### src/rtl/bin_to_bcd_seq_pkg.sv
// Shared definitions for the sequential binary-to-BCD converter.
package bin_to_bcd_seq_pkg;

    // Width of one BCD digit.
    localparam int unsigned DigitW = 4;

    // Digit value driven on every output nibble when the result overflows.
    localparam logic [DigitW-1:0] NineNibble = 4'h9;

    typedef enum logic [1:0] {
        StIdle  = 2'd0,
        StShift = 2'd1,
        StDone  = 2'd2
    } state_e;

endpackage

### src/rtl/bin_to_bcd_seq_add3.sv
// Double-dabble digit correction: a nibble of 5 or more gets 3 added before the shift.
module bcd_add3
    import bin_to_bcd_seq_pkg::*;
(
    input  logic [DigitW-1:0] digit_in,
    output logic [DigitW-1:0] digit_out
);

    // Combinational adjust so the following doubling carries correctly into the next digit.
    always_comb begin
        digit_out = (digit_in >= 4'd5) ? digit_in + 4'd3 : digit_in;
    end

endmodule

### src/rtl/bin_to_bcd_seq.sv
// Sequential shift-and-add-3 binary-to-BCD converter with start/busy/done handshake
// and an auto mode that reconverts whenever the input value changes.
module bin_to_bcd_seq
    import bin_to_bcd_seq_pkg::*;
#(
    parameter int unsigned WIDTH  = 13,
    parameter int unsigned DIGITS = 4,
    parameter bit          SIGNED = 1'b0
) (
    input  logic                     clk,
    input  logic                     reset,
    input  logic [WIDTH-1:0]         bin_in,
    input  logic                     start,
    input  logic                     auto_en,
    output logic                     busy,
    output logic                     done,
    output logic [DigitW*DIGITS-1:0] bcd_out,
    output logic                     neg,
    output logic                     overflow
);

    localparam int unsigned BcdW = DigitW * DIGITS;
    // One spare bit above the top digit catches a carry out of the last nibble.
    localparam int unsigned ScrW = BcdW + 1;
    localparam int unsigned CntW = $clog2(WIDTH + 1);

    state_e            state_q, state_d;
    logic [CntW-1:0]   cnt_q, cnt_d;
    logic [WIDTH-1:0]  mag_q, mag_d;
    logic [ScrW-1:0]   scr_q, scr_d;
    logic              sticky_q, sticky_d;
    logic [WIDTH-1:0]  last_q, last_d;
    logic              neg_pend_q, neg_pend_d;
    logic [BcdW-1:0]   bcd_q, bcd_d;
    logic              neg_q, neg_d;
    logic              ovf_q, ovf_d;

    logic              launch;
    logic              neg_in;
    logic [WIDTH-1:0]  mag_in;
    logic [BcdW-1:0]   adj;
    logic [ScrW-1:0]   scr_shift;
    logic              ovf_fin;

    // Per-digit add-3 correction of the scratch register.
    for (genvar g = 0; g < DIGITS; g++) begin : g_add3
        bcd_add3 u_add3 (
            .digit_in  (scr_q[g*DigitW +: DigitW]),
            .digit_out (adj[g*DigitW +: DigitW])
        );
    end

    assign launch    = start | (auto_en & (bin_in != last_q));
    assign neg_in    = SIGNED & bin_in[WIDTH-1];
    assign mag_in    = neg_in ? -bin_in : bin_in;
    // Adjusted digits shifted left with the next magnitude bit entering at the bottom.
    assign scr_shift = {adj, mag_q[WIDTH-1]};
    // Once the spare bit has ever been set the value exceeded the digit range.
    assign ovf_fin   = sticky_q | scr_q[ScrW-1] | scr_shift[ScrW-1];

    // Next-state logic: launch from IDLE/DONE, WIDTH shift steps, result capture on last step.
    always_comb begin
        state_d    = state_q;
        cnt_d      = cnt_q;
        mag_d      = mag_q;
        scr_d      = scr_q;
        sticky_d   = sticky_q;
        last_d     = last_q;
        neg_pend_d = neg_pend_q;
        bcd_d      = bcd_q;
        neg_d      = neg_q;
        ovf_d      = ovf_q;
        unique case (state_q)
            StIdle, StDone: begin
                if (launch) begin
                    state_d    = StShift;
                    cnt_d      = '0;
                    mag_d      = mag_in;
                    scr_d      = '0;
                    sticky_d   = 1'b0;
                    last_d     = bin_in;
                    neg_pend_d = neg_in;
                end else begin
                    state_d = StIdle;
                end
            end
            StShift: begin
                scr_d    = scr_shift;
                mag_d    = mag_q << 1;
                sticky_d = sticky_q | scr_q[ScrW-1];
                if (cnt_q == CntW'(WIDTH - 1)) begin
                    state_d = StDone;
                    ovf_d   = ovf_fin;
                    bcd_d   = ovf_fin ? {DIGITS{NineNibble}} : scr_shift[BcdW-1:0];
                    neg_d   = neg_pend_q;
                end else begin
                    cnt_d = cnt_q + 1'b1;
                end
            end
            default: state_d = StIdle;
        endcase
    end

    // State and datapath registers with synchronous reset.
    always_ff @(posedge clk) begin
        if (reset) begin
            state_q    <= StIdle;
            cnt_q      <= '0;
            mag_q      <= '0;
            scr_q      <= '0;
            sticky_q   <= 1'b0;
            last_q     <= '0;
            neg_pend_q <= 1'b0;
            bcd_q      <= '0;
            neg_q      <= 1'b0;
            ovf_q      <= 1'b0;
        end else begin
            state_q    <= state_d;
            cnt_q      <= cnt_d;
            mag_q      <= mag_d;
            scr_q      <= scr_d;
            sticky_q   <= sticky_d;
            last_q     <= last_d;
            neg_pend_q <= neg_pend_d;
            bcd_q      <= bcd_d;
            neg_q      <= neg_d;
            ovf_q      <= ovf_d;
        end
    end

    assign busy     = (state_q == StShift);
    assign done     = (state_q == StDone);
    assign bcd_out  = bcd_q;
    assign neg      = neg_q;
    assign overflow = ovf_q;

endmodule

### config.mk
export PLATFORM = sky130hd
export DESIGN_NAME = bin_to_bcd_seq
export DESIGN_NICKNAME = d
export VERILOG_FILES = /design/src/rtl/bin_to_bcd_seq_pkg.sv /design/src/rtl/bin_to_bcd_seq_add3.sv /design/src/rtl/bin_to_bcd_seq.sv
export SDC_FILE = /design/constraint.sdc
export NUM_CORES = 1
export LEC_CHECK = 0
export CORE_MARGIN = 3
export CORE_UTILIZATION = 45
export CTS_CLUSTER_SIZE = 12
export DETAILED_ROUTE_END_ITERATION = 12
export MAX_ROUTING_LAYER = met4
export PLACE_DENSITY = 0.67
export SYNTH_ARGS = -nofsm -noshare
export SYNTH_HDL_FRONTEND = slang
export SYNTH_SLANG_ARGS = --single-unit
export TNS_END_PERCENT = 30
### constraint.sdc
create_clock -name clk -period 3.5 [get_ports clk]
set_input_delay 1.05 -clock clk [delete_from_list [all_inputs] [get_ports clk]]
set_output_delay 1.05 -clock clk [all_outputs]
set_load 0.05 [all_outputs]
==> flow_metrics.tcl <==
set metrics [dict create \
    r2r_slack_ns 1.27 \
    holdBufCountCts 0 \
    root_buffer "clkbuf_8" \
    postCtsSetupRepairBufs 0 \
    yosysUniqueCellTypes 35 \
    grt_pass1_wl_um 10500 \
    dr.pass1.iters 5 \
    gp_congestion 0.815 \
    hpwl_um 4380 \
    timing.rr.start "scr_q[13]" \
    yosysSeqAreaShare_pct 45.2 \
    io_pins 37 \
    hold_viol 0 \
    cp-endpoint "last_q[12]" \
    leakage_nw 1.23 \
    finalCritPeriodShare_pct 79.4 \
    grt_pass1_vias 2294 \
    cts_tree "yes" \
    cts_resized 0 \
    setup-tns-final_ns 0 \
    power_density_nw_per_um2 432 \
    critPathLaunchType "input pin" \
    yosys.area.top_type_share_pct 45.2 \
    cap_violations 0 \
    wire_per_inst_um 14.1 \
    max_freq_mhz 360 \
    cts_sinks 67 \
    initial_core_util_pct 48.2 \
    htree_levels 3 \
    yosys-top-cells-count "dfxtp_1, nand2_1, a21oi_1" \
    yosysTopAreaCell "dfxtp_1" \
    timing.rr.end "bcd_out[2]" \
    clkSlewWorstSetupHoldPaths_ns 0.07 \
    async_reset_ff_share_pct 0 \
    overflow 0 \
    min_period_ns 2.78 \
    vias_per_cell 5.53 \
    synthesis.area_um2 2970 \
    dpl.cell_count 432 \
    ys_warn_count 0 \
    antenna_found_initial 0 \
    hp-class "flop to flop" \
    yosysMostFrequentCell "dfxtp_1" \
    vias 2478 \
    cp.arrival_ns 3.03 \
    die_y_um 87.2 \
    post-place-ws_ns 0.359 \
    drive_gt1_share_pct 8.04 \
    final-instance-count-excl-fill 448 \
    fp.dieArea_um2 7610 \
    status "completed" \
    worstSetupPathType "input pin to flop" \
    rsz0062_at_grt "false" \
    rows 28 \
    worst_pin_slew_ns 0.973 \
    ys_ff_latch 67 \
    placed_area_um2 3380 \
    setup_viol 0 \
    drt_iter0_markers 86 \
    finalMaxSlewViolations 0 \
    postLayoutCoreUtil_pct 57.7 \
    crit_required_ns 3.76 \
    skew_ns 0.00431 \
    wirelength_um 6300 \
    portBuffers 35 \
    end_kind "flop" \
    cp_max_fo 13 \
    numCtsBuffers 9 \
    grt_usage_pct 18.1 \
    ir_worst_vdd_uv 247 \
    area_growth_pct 19.7 \
    synth_area_leaders "dfxtp_1, a21oi_1, nand2_1" \
    avgSynthCellArea_um2 8.89 \
    ys.flop_type "dfxtp_1" \
    startpoint "bin_in[10]" \
    fin_area_um2 3550 \
    syn_inst 334 \
    clk_path_buf_depth 2 \
    max_slew_margin_pct 35.1 \
    synth_fp_nets 361 \
    core_um2 6170 \
    ant_nets 0 \
    diodes 0 \
    fin_hold_ws_ns 0.449 \
    finalPower_mw 1.54 \
    clock_latency_ns 0.33 \
    layout_setup_ws_ns 0.722 \
    drc 0 \
    grt_max_degree 30 \
    die_x_um 87.2 \
    reg2reg_depth 7 \
    synth_edf_count 0 \
    layout.nets 395 \
]
## state kept, by name, indices dropped and copies added (netlist names)
name      flops
cnt_q         4
scr_q        17
sticky_q      1
last_q       13
overflow      1
bcd_out      16
state_q       2
mag_q        13
## critical path: stages
cell and delay [ns]:
clkdlybuf4s50_1 0.50, xnor2_1 0.14, nand4_1 0.18, o41ai_2 0.61
buf_4 0.30, nand2_1 0.07, a21oi_1 0.17
## cell usage in the layout, fill, tap and decap left out, types with 2 or more instances in the layout
| cell type | n |
|---|---|
| dfxtp_1 | 67 |
| nand2_1 | 49 |
| a21oi_1 | 38 |
| clkdlybuf4s50_1 | 33 |
| xnor2_1 | 17 |
| nor2_1 | 15 |
| nand3_1 | 13 |
| inv_1 | 12 |
| o211ai_1 | 12 |
| a31oi_1 | 12 |
| clkbuf_8 | 11 |
| ha_1 | 10 |
| a22o_1 | 9 |
| buf_4 | 9 |
| nor3b_1 | 8 |
| o2bb2ai_1 | 8 |
| a311oi_1 | 8 |
| nand2b_1 | 7 |
| o21ai_0 | 5 |
| mux2i_1 | 4 |
| clkinv_2 | 4 |
| nand4_1 | 3 |
| nor3_1 | 2 |
| a211oi_1 | 2 |
## layout make-up
class                           instances  area, um^2
Fill cell                             587        2610
Multi-Input combinational cell        235        1490
Sequential cell                        67        1340
Timing Repair Buffer                   43         403
Clock buffer                           11         151
Tap cell                               75        93.8
Inverter                               12        45.0
Clock inverter                          5        27.5
## worst min-delay path by stage
stage / cells after the start / startpoint / end
global route: 2 / bcd_out[1] / bcd_out[1]
detailed placement: 2 / bcd_out[14] / bcd_out[14]
finish: 2 / bcd_out[1] / bcd_out[1]
global placement: 2 / bcd_out[14] / bcd_out[14]
floorplan: 2 / mag_q[0] / mag_q[1]
CTS: 2 / bcd_out[14] / bcd_out[14]
## per-layer routing
metal | global-route usage, % | part of all wire [%] | up-vias
met1 | 21.9 | 48 | 1163
li1 | - | - | 1262
met3 | 3.60 | 3.0 | 13
met4 | 8.23 | 2.5 | 0
met5 | - | 0 | -
met2 | 29.0 | 47 | 40
## logic make-up (layout without fill, tap and decap cells)
group           count (synthesis)  after routing  share of synthesized area [%]
other cells                     1              1                          0.126
flops                          67             67                           45.2
fa+ha+maj                      10             10                           4.21
simple gates                  103            103                           16.4
mux                             4              4                           1.35
compound gates                100            100                           23.2
xor+xnor                       17             17                           5.01
buf+inv                        32             71                           4.55
## power breakdown
group / leakage (nW) / switching (mW) / internal (mW)
Clock: 0.0949 / 0.282 / 0.291
Sequential: 0.545 / 0.0171 / 0.789
Combinational: 0.590 / 0.0958 / 0.0621
Power figures use the tool's default switching activity.
